==> src/rtl/spi_rx_pkg.sv <==
`default_nettype none
// ============================================================================
//  Module      : spi_rx_pkg
//  Description : Shared constants and FSM state type for the SPI frame
//                receiver. The constants describe the default frame
//                geometry; the top level re-derives them from its own
//                FRAME_BITS parameter.
//  Revision    : 1.0  initial release
// ============================================================================
package spi_rx_pkg;

  localparam int FRAME_BITS      = 512;
  localparam int BYTES_PER_FRAME = FRAME_BITS / 8;
  localparam int BIT_CNT_W       = $clog2(FRAME_BITS) + 1;
  localparam int ADDR_W          = $clog2(BYTES_PER_FRAME);

  typedef enum logic [1:0] {
    WAIT_IDLE = 2'd0,
    IDLE      = 2'd1,
    RECV      = 2'd2
  } spi_rx_state_t;

endpackage
`default_nettype wire

==> src/rtl/spi_frame_receiver_sync.sv <==
`default_nettype none
// ============================================================================
//  Module      : spi_input_sync
//  Description : Multi-stage synchroniser for one asynchronous pin, plus
//                registered single-cycle rise/fall flags.
//  Ports       : clk      - system clock
//                rst      - asynchronous active-high reset
//                in_async - asynchronous input pin
//                sync_o   - synchronised level (last synchroniser stage)
//                dly_o    - sync_o delayed one clk; aligned with rise_o/fall_o
//                rise_o   - 1-cycle flag, synchronised rising edge
//                fall_o   - 1-cycle flag, synchronised falling edge
//  Revision    : 1.0  initial release
// ============================================================================
module spi_input_sync #(
  parameter int SYNC_STAGES = 2
) (
  input  logic clk,
  input  logic rst,
  input  logic in_async,
  output logic sync_o,
  output logic dly_o,
  output logic rise_o,
  output logic fall_o
);

  logic [SYNC_STAGES-1:0] sync_q, sync_d;
  logic                   dly_q,  dly_d;
  logic                   rise_q, rise_d;
  logic                   fall_q, fall_d;

  always_comb begin
    sync_d = {sync_q[SYNC_STAGES-2:0], in_async};
    dly_d  = sync_q[SYNC_STAGES-1];
    rise_d =  sync_q[SYNC_STAGES-1] & ~dly_q;
    fall_d = ~sync_q[SYNC_STAGES-1] &  dly_q;
  end

  always_ff @(posedge clk or posedge rst) begin
    if (rst) begin
      sync_q <= '0;
      dly_q  <= 1'b0;
      rise_q <= 1'b0;
      fall_q <= 1'b0;
    end else begin
      sync_q <= sync_d;
      dly_q  <= dly_d;
      rise_q <= rise_d;
      fall_q <= fall_d;
    end
  end

  assign sync_o = sync_q[SYNC_STAGES-1];
  // The edge flags are registered, so the level that produced them is one
  // cycle old by the time they are seen; dly_o is that matching level.
  assign dly_o  = dly_q;
  assign rise_o = rise_q;
  assign fall_o = fall_q;

endmodule
`default_nettype wire

==> src/rtl/spi_frame_receiver.sv <==
`default_nettype none
// ============================================================================
//  Module      : spi_frame_receiver
//  Description : SPI slave frame receiver. Oversamples spi_sck/sdi/CE in the
//                clk domain, deserialises MSB-first bytes and emits one
//                addressed byte write per completed byte. Signals frame_done
//                or frame_err when CE falls.
//  Ports       : clk, reset          - clock, async active-high reset
//                spi_sck, sdi, CE    - asynchronous SPI pins
//                byte_valid          - 1-cycle write strobe
//                byte_addr/byte_data - byte index in frame / assembled byte
//                frame_done          - CE fell after exactly FRAME_BITS bits
//                frame_err           - CE fell after any other bit count
//                busy                - high while receiving a frame
//  Revision    : 1.0  initial release
// ============================================================================
module spi_frame_receiver #(
  parameter int FRAME_BITS  = 512,
  parameter int SYNC_STAGES = 2
) (
  input  logic                          clk,
  input  logic                          reset,
  input  logic                          spi_sck,
  input  logic                          sdi,
  input  logic                          CE,
  output logic                          byte_valid,
  output logic [$clog2(FRAME_BITS/8)-1:0] byte_addr,
  output logic [7:0]                    byte_data,
  output logic                          frame_done,
  output logic                          frame_err,
  output logic                          busy
);

  import spi_rx_pkg::*;

  localparam int CNT_W  = $clog2(FRAME_BITS) + 1;
  localparam int AW     = $clog2(FRAME_BITS / 8);
  localparam int WARM_W = $clog2(SYNC_STAGES + 1);

  // ---------------------------------------------------------------- inputs
  logic sck_sync, sck_dly, sck_rise, sck_fall;
  logic ce_sync,  ce_dly,  ce_rise,  ce_fall;
  logic sdi_sync, sdi_dly, sdi_rise, sdi_fall;

  spi_input_sync #(.SYNC_STAGES(SYNC_STAGES)) u_sync_sck (
    .clk(clk), .rst(reset), .in_async(spi_sck),
    .sync_o(sck_sync), .dly_o(sck_dly), .rise_o(sck_rise), .fall_o(sck_fall)
  );

  spi_input_sync #(.SYNC_STAGES(SYNC_STAGES)) u_sync_ce (
    .clk(clk), .rst(reset), .in_async(CE),
    .sync_o(ce_sync), .dly_o(ce_dly), .rise_o(ce_rise), .fall_o(ce_fall)
  );

  // sdi_dly is the data level aligned with the registered sck_rise flag.
  spi_input_sync #(.SYNC_STAGES(SYNC_STAGES)) u_sync_sdi (
    .clk(clk), .rst(reset), .in_async(sdi),
    .sync_o(sdi_sync), .dly_o(sdi_dly), .rise_o(sdi_rise), .fall_o(sdi_fall)
  );

  logic unused_sync_bits;
  assign unused_sync_bits = ^{sck_sync, sck_dly, sck_fall, ce_dly,
                              sdi_sync, sdi_rise, sdi_fall};

  // ----------------------------------------------------------------- state
  spi_rx_state_t     state_q,      state_d;
  logic [CNT_W-1:0]  bit_cnt_q,    bit_cnt_d;
  logic              overflow_q,   overflow_d;
  logic [7:0]        shift_q,      shift_d;
  logic [WARM_W-1:0] warm_q,       warm_d;
  logic              byte_valid_q, byte_valid_d;
  logic [AW-1:0]     byte_addr_q,  byte_addr_d;
  logic [7:0]        byte_data_q,  byte_data_d;
  logic              frame_done_q, frame_done_d;
  logic              frame_err_q,  frame_err_d;

  always_comb begin
    state_d      = state_q;
    bit_cnt_d    = bit_cnt_q;
    overflow_d   = overflow_q;
    shift_d      = shift_q;
    warm_d       = warm_q;
    byte_valid_d = 1'b0;
    byte_addr_d  = byte_addr_q;
    byte_data_d  = byte_data_q;
    frame_done_d = 1'b0;
    frame_err_d  = 1'b0;

    case (state_q)
      // The synchroniser comes out of reset holding 0, which would look like
      // "CE low" even if CE is really high mid-frame. Wait until the chain
      // has been refilled from the pin before trusting ce_sync.
      WAIT_IDLE: begin
        if (warm_q != WARM_W'(SYNC_STAGES)) begin
          warm_d = warm_q + 1'b1;
        end else if (!ce_sync) begin
          state_d = IDLE;
        end
      end

      IDLE: begin
        if (ce_rise) begin
          state_d    = RECV;
          bit_cnt_d  = '0;
          overflow_d = 1'b0;
        end
      end

      RECV: begin
        if (sck_rise) begin
          if (bit_cnt_q < CNT_W'(FRAME_BITS)) begin
            shift_d   = {shift_q[6:0], sdi_dly};
            bit_cnt_d = bit_cnt_q + 1'b1;
            if (bit_cnt_q[2:0] == 3'b111) begin
              byte_valid_d = 1'b1;
              byte_data_d  = {shift_q[6:0], sdi_dly};
              byte_addr_d  = AW'(bit_cnt_q >> 3);
            end
          end else begin
            overflow_d = 1'b1;
          end
        end
        // Evaluated on the post-bit values so a bit arriving in the same
        // cycle as the CE fall still counts toward the frame.
        if (ce_fall) begin
          state_d = IDLE;
          if (bit_cnt_d == CNT_W'(FRAME_BITS) && !overflow_d) begin
            frame_done_d = 1'b1;
          end else begin
            frame_err_d = 1'b1;
          end
        end
      end

      default: state_d = WAIT_IDLE;
    endcase
  end

  always_ff @(posedge clk or posedge reset) begin
    if (reset) begin
      state_q      <= WAIT_IDLE;
      bit_cnt_q    <= '0;
      overflow_q   <= 1'b0;
      shift_q      <= '0;
      warm_q       <= '0;
      byte_valid_q <= 1'b0;
      byte_addr_q  <= '0;
      byte_data_q  <= '0;
      frame_done_q <= 1'b0;
      frame_err_q  <= 1'b0;
    end else begin
      state_q      <= state_d;
      bit_cnt_q    <= bit_cnt_d;
      overflow_q   <= overflow_d;
      shift_q      <= shift_d;
      warm_q       <= warm_d;
      byte_valid_q <= byte_valid_d;
      byte_addr_q  <= byte_addr_d;
      byte_data_q  <= byte_data_d;
      frame_done_q <= frame_done_d;
      frame_err_q  <= frame_err_d;
    end
  end

  assign byte_valid = byte_valid_q;
  assign byte_addr  = byte_addr_q;
  assign byte_data  = byte_data_q;
  assign frame_done = frame_done_q;
  assign frame_err  = frame_err_q;
  assign busy       = (state_q == RECV);

endmodule
`default_nettype wire

==> config.mk <==
export PLATFORM = sky130hd
export DESIGN_NAME = spi_frame_receiver
export DESIGN_NICKNAME = d
export VERILOG_FILES = /design/src/rtl/spi_rx_pkg.sv /design/src/rtl/spi_frame_receiver_sync.sv /design/src/rtl/spi_frame_receiver.sv
export SDC_FILE = /design/constraint.sdc
export NUM_CORES = 1
export LEC_CHECK = 0
export ABC_AREA = 1
export BUFFER_PORTS_ARGS = -buffer_cell sky130_fd_sc_hd__buf_2
export CORE_MARGIN = 4
export CORE_UTILIZATION = 30
export DETAILED_ROUTE_END_ITERATION = 10
export RECOVER_POWER = 50
export SLEW_MARGIN = 20
export SYNTH_ARGS = -nofsm -noshare
export SYNTH_HDL_FRONTEND = slang
export SYNTH_SLANG_ARGS = --single-unit
==> constraint.sdc <==
create_clock -name clk -period 1.7 [get_ports clk]
set_clock_uncertainty 0.05 [all_clocks]
set_input_delay 0.085 -clock clk [delete_from_list [all_inputs] [get_ports clk]]
set_output_delay 0.085 -clock clk [all_outputs]
set_load 0.01 [all_outputs]
==> metrics <==
Worst Path Required 1.86 ns; number of fill cells 747; Leakage 1.303 nW; Post-Layout Cell Count 383; synthesized cell area 2206 sq um; r2r worst-path depth 10; sequential fraction of the synthesis area 0.5786; worst ir drop on vdd 0.6017 mV; Die X-Extent 93.75 um; crit path capture type flip-flop; Yosys reg bits 51; CTS tree built; clock slew at reported path FFs 0.10 ns; Area growth, synth to finish 20.65%; max-slew violations 0; drt wl/cell 11.07 um; yosys warns 0; P per Cell Area 933.9 nW/um^2; Mapped Nets 253; Residual DRC 0; placed cells 371; Synth Instances 245; CP endpoint frame_err; Port-buffer cells 22; Max Clk Rate 629.5 MHz; # diodes 0; CP arrival 1.74 ns; DIE AREA 8789 sq um; CORE AREA 6982 sq um; Sink Count 51; Worst Setup Path Type flip-flop to flip-flop; post-synth cell types 23; Final nets 294; reg2reg setup slack 0.11 ns; Tmin final 1.589 ns; max layer used met4; H-tree Lvls 2; most common cell after layout, fill and taps aside nand2_1; Final Power 2.485 mW; DIE HEIGHT 93.75 um; Max FO, Critical Path 3; first-iteration detailed-routing DRC count 66; commonest non-fill, non-tap cells in the layout 56 x nand2_1, 51 x dfrtp_1, 34 x nor2_1, 33 x inv_1, 15 x nand3_1; FP Rows 30; register area 1276 sq um; crit path from bit_cnt_q[0]; outcome finished clean; Post-CTS Setup Bufs 0; clk buf depth 2; Min Hold Slack 0.3081 ns; GRT overflow 0; starting density of the core 0.3159; routed length on met2 2062 um; Final ANT Viol Nets 0; Total GRT Usage 0.1024; clk_lat worst skew 0.30 ns; initial antenna violation count 0; Slew headroom 0.4641; fin crit share 0.9345; post-DP HPWL 3112 um; met3 routed wirelength 129 um; final-report setup violation count 0; Crit Reg-Reg Endpoint frame_err; Fin Setup TNS 0 ns; HP Class flip-flop to flip-flop; vias 1658; Final Hold Fails 0; I/O pin total 23; r2r startpoint bit_cnt_q[0]; Final GP Congestion 0.8674; TritonCTS Buffers 5; Avg Cell Area, Syn 9.004 sq um; vias in the first global route 1644; vias per std cell 4.329; drt pass-1 iters 4; area of the multi-input gates 799.5 sq um; RSZ-0062 raised after global routing no; max-cap violations 0; Met1 Wirelength 2034 um; largest net degree at the start of global routing 32; worst slew pin tran 0.8029 ns; routed wire length 4240 um; share of cells above drive strength 1 0.1638; first-pass GRT wire length 7355 um; clk root buf clkbuf_8; startpoint type of the worst setup path flip-flop
==> sequential cells by signal, summed over array words and instances (netlist names), 2 cells and up <==
signal / count
warm_q: 2
u_sync_sck.sync_q: 2
u_sync_ce.sync_q: 2
u_sync_sdi.sync_q: 2
state_q: 2
bit_cnt_q: 10
byte_addr: 6
shift_q: 7
byte_data: 8
==> worst min-delay path by stage <==
stage | from | endpoint | cells after the start
floorplan | CE | u_sync_ce.sync_q[0] | 0
global placement | reset | u_sync_sck.sync_q[0] | 2
detailed placement | reset | u_sync_sck.sync_q[0] | 2
CTS | reset | byte_data[3] | 3
global route | u_sync_sdi.sync_q[1] | u_sync_sdi.dly_o | 0
finish | u_sync_sdi.sync_q[0] | u_sync_sdi.sync_q[1] | 0
==> layout make-up <==
cell class,instances,area share
clock buffer,5,0.02586
clock inverter,3,0.008933
inverter,35,0.04937
multi-input combinational,156,0.3004
sequential,51,0.4795
tap,96,0.04513
timing repair buffer,37,0.09074
==> worst max-delay path: stages, from the launching register on <==
cell     delay (ns)
dfrtp_1        0.42
ha_4           0.18
ha_1           0.26
nand3_1        0.08
nand2_1        0.07
inv_1          0.07
nand3_1        0.08
nor2_1         0.08
nand2_1        0.06
nor2_1         0.10
nor2_1         0.05
==> metal layers <==
layer	track usage	vias up
li1	-	852
met1	0.1349	776
met2	0.1709	28
met3	0.02404	2
met4	0.02286	0
met5	0	-
==> synth_stat cells <==
cell type  count  area share
a21oi_1       10       0.023
a21oi_2        6       0.024
buf_6          2       0.010
clkbuf_1       1      0.0017
clkinv_1       1      0.0017
dfrtp_1       51        0.58
ha_1           3       0.017
inv_1         33       0.056
inv_2          1      0.0017
mux2_2         1      0.0051
nand2_1       57       0.097
nand2_2        1      0.0028
nand2_4        1      0.0051
nand3_1       16       0.036
nor2_1        35       0.060
nor2_2         2      0.0057
nor2_4         2       0.010
nor2_8         1      0.0091
o21a_1         1      0.0034
o21ai_0       12       0.027
o22ai_1        6       0.017
o32ai_1        1      0.0040
xor2_1         1      0.0040
==> where the power goes <==
group	internal, mW	switching (mW)	leakage [nW]
clock network	0.298	0.430	0.0461
logic	0.155	0.256	0.579
registers	1.29	0.0559	0.678
==> what timing repair did <==
item,4_1_cts,5_1_grt
gates resized for setup,0,6
endpoints found under the hold margin,23,0
hold buffers,4,0
setup endpoints to repair,0,1
==> kinds of logic (layout without fill, tap and decap cells) <==
group,count (synthesis),in the layout,share of synthesized area
simple gates,115,115,0.2258
flops,51,51,0.5786
buf+inv,38,80,0.07146
compound gates,36,36,0.09813
fa+ha+maj,3,3,0.01702
xor+xnor,1,1,0.003971
mux,1,1,0.005105
==> stage by stage <==
stage,setup WS (ns),utilization,area (sq um)
final,0.1114,0.3812,2661
after global routing,0.006989,0.3812,2661
after CTS,0.06589,0.3796,2650
after detailed placement,0.07188,0.3606,2517
after global placement,0.1164,0.3606,2517
after floorplan,0.1443,-,2206
Note: power is estimated with default switching activity, not from simulation.
